## config.mk

```make
export PLATFORM = sky130hd
export DESIGN_NAME = sprite_blitter
export DESIGN_NICKNAME = d
export VERILOG_FILES = /design/src/rtl/sprite_blitter.sv
export SDC_FILE = /design/constraint.sdc
export NUM_CORES = 1
export LEC_CHECK = 0
export CAP_MARGIN = 10
export CORE_ASPECT_RATIO = 0.6
export CORE_MARGIN = 2
export CORE_UTILIZATION = 50
export CTS_BUF_LIST = sky130_fd_sc_hd__clkbuf_16
export DETAILED_ROUTE_END_ITERATION = 10
export HOLD_SLACK_MARGIN = 0.1
export PLACE_DENSITY = 0.75
export SETUP_SLACK_MARGIN = 0.1
export SLEW_MARGIN = 40
export SYNTH_ARGS = -nofsm -noshare
export SYNTH_HDL_FRONTEND = slang
export SYNTH_SLANG_ARGS = --single-unit
export TNS_END_PERCENT = 10
```

## constraint.sdc

```tcl
create_clock -name vga_clk -period 9.2 [get_ports vga_clk]
set_input_delay 2.3 -clock vga_clk [delete_from_list [all_inputs] [get_ports vga_clk]]
set_output_delay 2.3 -clock vga_clk [all_outputs]
set_load 0.03 [all_outputs]
```

## src/rtl/sprite_blitter.sv

```systemverilog
// sprite_blitter: animated indexed-colour sprite overlay for the VGA pixel path.
// Fixed 3-cycle latency from DrawX/DrawY/bg_rgb/blank to the RGB outputs.
module sprite_blitter #(
    parameter int SPRITE_W   = 50,
    parameter int SPRITE_H   = 50,
    parameter int NUM_FRAMES = 4,
    parameter int IDX_W      = 2,
    parameter int ADDR_W     = 14,
    parameter int TRANSP_IDX = 0,
    parameter int FRAME_DIV  = 8,
    localparam int FW = (NUM_FRAMES > 1) ? $clog2(NUM_FRAMES) : 1
) (
    input  logic              vga_clk,
    input  logic              reset,
    input  logic [9:0]        DrawX,
    input  logic [9:0]        DrawY,
    input  logic              blank,
    input  logic              frame_tick,
    input  logic              anim_en,
    input  logic [9:0]        pos_x,
    input  logic [9:0]        pos_y,
    input  logic [1:0]        scale_sh,
    input  logic              flip_h,
    input  logic [11:0]       bg_rgb,
    output logic [ADDR_W-1:0] rom_addr,
    input  logic [IDX_W-1:0]  rom_q,
    output logic [IDX_W-1:0]  pal_index,
    input  logic [11:0]       pal_rgb,
    output logic [3:0]        red,
    output logic [3:0]        green,
    output logic [3:0]        blue,
    output logic [FW-1:0]     frame_idx
);

    localparam int DW = (FRAME_DIV > 1) ? $clog2(FRAME_DIV) : 1;

    typedef struct packed {
        logic        hit;
        logic        blank;
        logic [11:0] bg;
    } pix_t;

    logic [9:0]        sx_q, sx_d, sy_q, sy_d;
    logic [1:0]        sh_q, sh_d;
    logic              flip_q, flip_d;
    logic [DW-1:0]     div_q, div_d;
    logic [FW-1:0]     frame_q, frame_d;
    logic [ADDR_W-1:0] rom_addr_q, rom_addr_d;
    pix_t              s1_q, s1_d, s2_q, s2_d;
    logic [11:0]       rgb_q, rgb_d;

    logic [10:0] dx, dy, lx, ly;
    logic [12:0] ext_x, ext_y;
    logic        hit0;

    // Shadow registers load only on frame_tick; animation divider and frame step.
    always_comb begin
        sx_d    = sx_q;
        sy_d    = sy_q;
        sh_d    = sh_q;
        flip_d  = flip_q;
        div_d   = div_q;
        frame_d = frame_q;
        if (frame_tick) begin
            sx_d   = pos_x;
            sy_d   = pos_y;
            sh_d   = scale_sh;
            flip_d = flip_h;
        end
        if (frame_tick && anim_en) begin
            if (div_q == DW'(FRAME_DIV - 1)) begin
                div_d   = '0;
                frame_d = (frame_q == FW'(NUM_FRAMES - 1)) ? '0 : frame_q + 1'b1;
            end else begin
                div_d = div_q + 1'b1;
            end
        end
    end

    // Stage 0: hit test and texel address; 11-bit offsets so the sprite clips, never wraps.
    always_comb begin
        dx    = {1'b0, DrawX} - {1'b0, sx_q};
        dy    = {1'b0, DrawY} - {1'b0, sy_q};
        ext_x = 13'(SPRITE_W) << sh_q;
        ext_y = 13'(SPRITE_H) << sh_q;
        hit0  = (DrawX >= sx_q) && ({2'b00, dx} < ext_x) &&
                (DrawY >= sy_q) && ({2'b00, dy} < ext_y);
        lx    = dx >> sh_q;
        ly    = dy >> sh_q;
        if (flip_q) begin
            lx = 11'(SPRITE_W - 1) - lx;
        end
        rom_addr_d = rom_addr_q;
        if (hit0) begin
            rom_addr_d = ADDR_W'(32'(frame_q) * 32'(SPRITE_W * SPRITE_H) +
                                 32'(ly) * 32'(SPRITE_W) + 32'(lx));
        end
    end

    // The ROM's output register is the index sample; masked so idle/reset cycles read 0.
    assign pal_index = rom_q & {IDX_W{s2_q.hit}};

    // Stages 1-3: delay hit/blank/bg alongside the ROM read, then pick the pixel colour.
    always_comb begin
        s1_d.hit   = hit0;
        s1_d.blank = blank;
        s1_d.bg    = bg_rgb;
        s2_d       = s1_q;
        if (!s2_q.blank) begin
            rgb_d = '0;
        end else if (s2_q.hit && (pal_index != IDX_W'(TRANSP_IDX))) begin
            rgb_d = pal_rgb;
        end else begin
            rgb_d = s2_q.bg;
        end
    end

    // All state, cleared asynchronously.
    always_ff @(posedge vga_clk or posedge reset) begin
        if (reset) begin
            sx_q       <= '0;
            sy_q       <= '0;
            sh_q       <= '0;
            flip_q     <= 1'b0;
            div_q      <= '0;
            frame_q    <= '0;
            rom_addr_q <= '0;
            s1_q       <= '0;
            s2_q       <= '0;
            rgb_q      <= '0;
        end else begin
            sx_q       <= sx_d;
            sy_q       <= sy_d;
            sh_q       <= sh_d;
            flip_q     <= flip_d;
            div_q      <= div_d;
            frame_q    <= frame_d;
            rom_addr_q <= rom_addr_d;
            s1_q       <= s1_d;
            s2_q       <= s2_d;
            rgb_q      <= rgb_d;
        end
    end

    assign rom_addr            = rom_addr_q;
    assign {red, green, blue}  = rgb_q;
    assign frame_idx           = frame_q;

endmodule

```

==> results.yml <==
timing:
  fin_crit_sh_pct: 93.2
  tns_ps: 0
  hold_viol_final: 0
  worst_pin_slew_ps: 747
  fmax_mhz: 117
  skew_ps: 10.5
  fin_hold_ws_ps: 349
  max-slew-margin-rel_pct: 50.2
  final_max_slew_viol_count: 0
  finalSetupViolCount: 0
  grt_setup_unrepaired: "no"
  finalWorstSetupSlack_ps: 623
  min_period_ps: 8580
floorplanning:
  coreArea_mm2: 0.0130
  row_count: 32
  dieArea_mm2: 0.0144
  die_w_um: 153
  fp.dieH_um: 93.6
  io_pins: 104
  start_util_pct: 51.6
hold_path:
  hold_depth: 0
  worstHoldEndpoint: "s2_q[2]$_DFF_PP0_"
  holdCritPathClass: "reg2reg"
  worstHoldStart: "s1_q[2]$_DFF_PP0_"
layout:
  drive_gt1_share_pct: 7.30
  utilization_pct: 63.1
  fill_cells: 1085
  nets: 1010
  area_growth_pct: 22.4
  n_antenna_cell: 0
synthesis:
  synth_edf_count: 0
  ys_async_sr_fraction_pct: 100
  synth.top_cells.by_count: "90 x ha_1, 88 x inv_1, 82 x dfrtp_1"
  netlist_area_mm2: 0.00669
  synth_most_common_cell: "ha_1"
  synth_cell_type_count: 64
  yosys_warnings: 0
  yosys.area.top_type: "dfrtp_1"
  synth_nets: 914
  ys_seq_area_share_pct: 30.7
  synth_ff_type: "dfrtp_1"
  synth-seq-cells: 82
  synth.area.top_cells: "dfrtp_1 31%, ha_1 17%, inv_1 4.9%"
  avgSynthCellArea_um2: 9.10
  synthCells: 735
  yosysTopAreaCellShare_pct: 30.7
clocking:
  cts_max_path_buffers: 2
  cts_tree: "built"
  htreeDepth: 3
  cts_hold_buf: 0
  post_cts_buffers: 0
  cts.sinks: 82
  path_clk_slew_ps: 70
  post_cts_resized: 0
  root_buffer: "clkbuf_16"
  cts-buffers-inserted: 9
  worst_skew_pair.late_latency_ps: 350
setup_path:
  cpMostUsedCell: "ha_1"
  slowest_stage: "fa_1"
  reg2reg_depth: 26
  crit_cells: 28
  crit_path_end_kind: "register"
  crit_type: "in2reg"
  worst-endpoint-required_ps: 9430
  cp.arrival_ps: 8810
  start_kind: "input pin"
  crit_family: "adder cells"
  worst_r2r_endpoint: "rom_addr[13]$_DFFE_PP0P_"
  rr_startpoint: "sy_q[0]$_DFFE_PP0P_"
  critical_path.max_fanout: 4
  cpPeakStageDelay_ps: 460
  r2r_slack_ps: 2670
  critPathBufInv: 2
grt:
  grt_max_degree: 83
  grt_use_total_pct: 22.4
  grt_pass1_wl_mm: 25.8
  grt_overflow: 0
  antenna_found_initial: 0
  grt_pass1_vias: 5434
status:
  status: "complete, no violations"
route:
  viasPerCell: 5.48
  drt_iter0_drc: 369
  first_pass_iters: 6
  dr_total_vias: 5517
  totalWireLength_mm: 15.4
  drc_errors: 0
  routedWlPerCell_um: 15.3
  ant_nets: 0
placement:
  io_buffers: 103
  dp_hpwl_mm: 11.8
  dp_slack_ps: 381
  place_congestion: 0.891
job:
  maxCapViolations: 0
kinds of logic after synthesis:
logic type / Yosys count / synth area share [%]
buffers and inverters: 112 / 6.39
AO/OA/AOI/OAI: 177 / 17.3
adder cells (fa/ha/maj): 105 / 21.3
XOR/XNOR: 38 / 5.18
multiplexers: 29 / 5.72
flip-flops: 82 / 30.7
AND/OR/NAND/NOR: 192 / 13.4
cells in the final DEF (no fill, tap or decap), types with 3 or more instances in the layout:
cell type | synthesis | final
mux4_2 | 6 | 6
mux2i_1 | 12 | 12
o21bai_1 | 5 | 5
inv_1 | 88 | 86
o21ai_1 | 4 | 4
mux2_2 | 10 | 10
a21oi_1 | 35 | 35
nor3_1 | 11 | 11
a21o_1 | 14 | 14
o211ai_1 | 4 | 4
o21ai_0 | 52 | 52
inv_8 | 0 | 3
nand2_1 | 78 | 78
o21a_1 | 7 | 7
xor2_1 | 11 | 11
o31ai_1 | 3 | 3
a21boi_0 | 12 | 12
clkdlybuf4s50_1 | 0 | 103
xnor2_1 | 26 | 26
nor2b_1 | 9 | 9
clkbuf_16 | 0 | 9
a31oi_1 | 8 | 8
or3_1 | 9 | 9
buf_4 | 0 | 4
fa_1 | 15 | 15
nand4_1 | 4 | 4
nor2_1 | 40 | 39
nor4_1 | 5 | 5
nand2b_1 | 8 | 8
a211oi_1 | 6 | 6
ha_1 | 90 | 90
and2_1 | 8 | 8
dfrtp_1 | 82 | 82
nand3_1 | 7 | 7
or2_2 | 6 | 6
flip-flops by register name (all words and copies together), names as in the netlist:
register / cells
rom_addr: 14
sx_q: 10
rgb_q: 12
div_q: 3
sh_q: 2
s1_q: 14
sy_q: 10
s2_q: 14
flip_q: 1
frame_idx: 2
stage by stage:
step | std cells | cell area (µm²)
global placement | 989 | 7870
finish | 1006 | 8190
CTS | 1006 | 8190
floorplan | 735 | 6690
global route | 1006 | 8190
detailed placement | 990 | 7880
cell type report:
cell class	instances	area, µm²	area share (%)
tap	170	213	2.60
multi-input combinational	541	4210	51.5
timing repair buffer	108	1070	13.1
clock inverter	7	76.3	0.932
sequential	82	2050	25.1
inverter	89	335	4.09
clock buffer	9	225	2.75
how the worst max path moves through the flow:
stage                        start                        to
final                     DrawY[0]  rom_addr[13]$_DFFE_PP0P_
after global routing      DrawY[0]  rom_addr[13]$_DFFE_PP0P_
after CTS                 DrawY[0]  rom_addr[13]$_DFFE_PP0P_
after detailed placement  DrawY[0]  rom_addr[13]$_DFFE_PP0P_
after global placement    DrawY[0]  rom_addr[13]$_DFFE_PP0P_
after floorplan           DrawY[0]  rom_addr[13]$_DFFE_PP0P_
metal layers:
| metal | part of all wire [%] | track usage (%) | vias to the layer above |
|---|---|---|---|
| li1 | - | - | 2731 |
| met1 | 50 | 32.0 | 2628 |
| met2 | 43 | 35.1 | 144 |
| met3 | 5.9 | 4.82 | 14 |
| met4 | 1.1 | 5.35 | 0 |
| met5 | 0 | 0 | - |
Power is left out: the tool's default activity adds up to more than one toggle a clock period on the data nets, which glitch-free logic cannot reach.
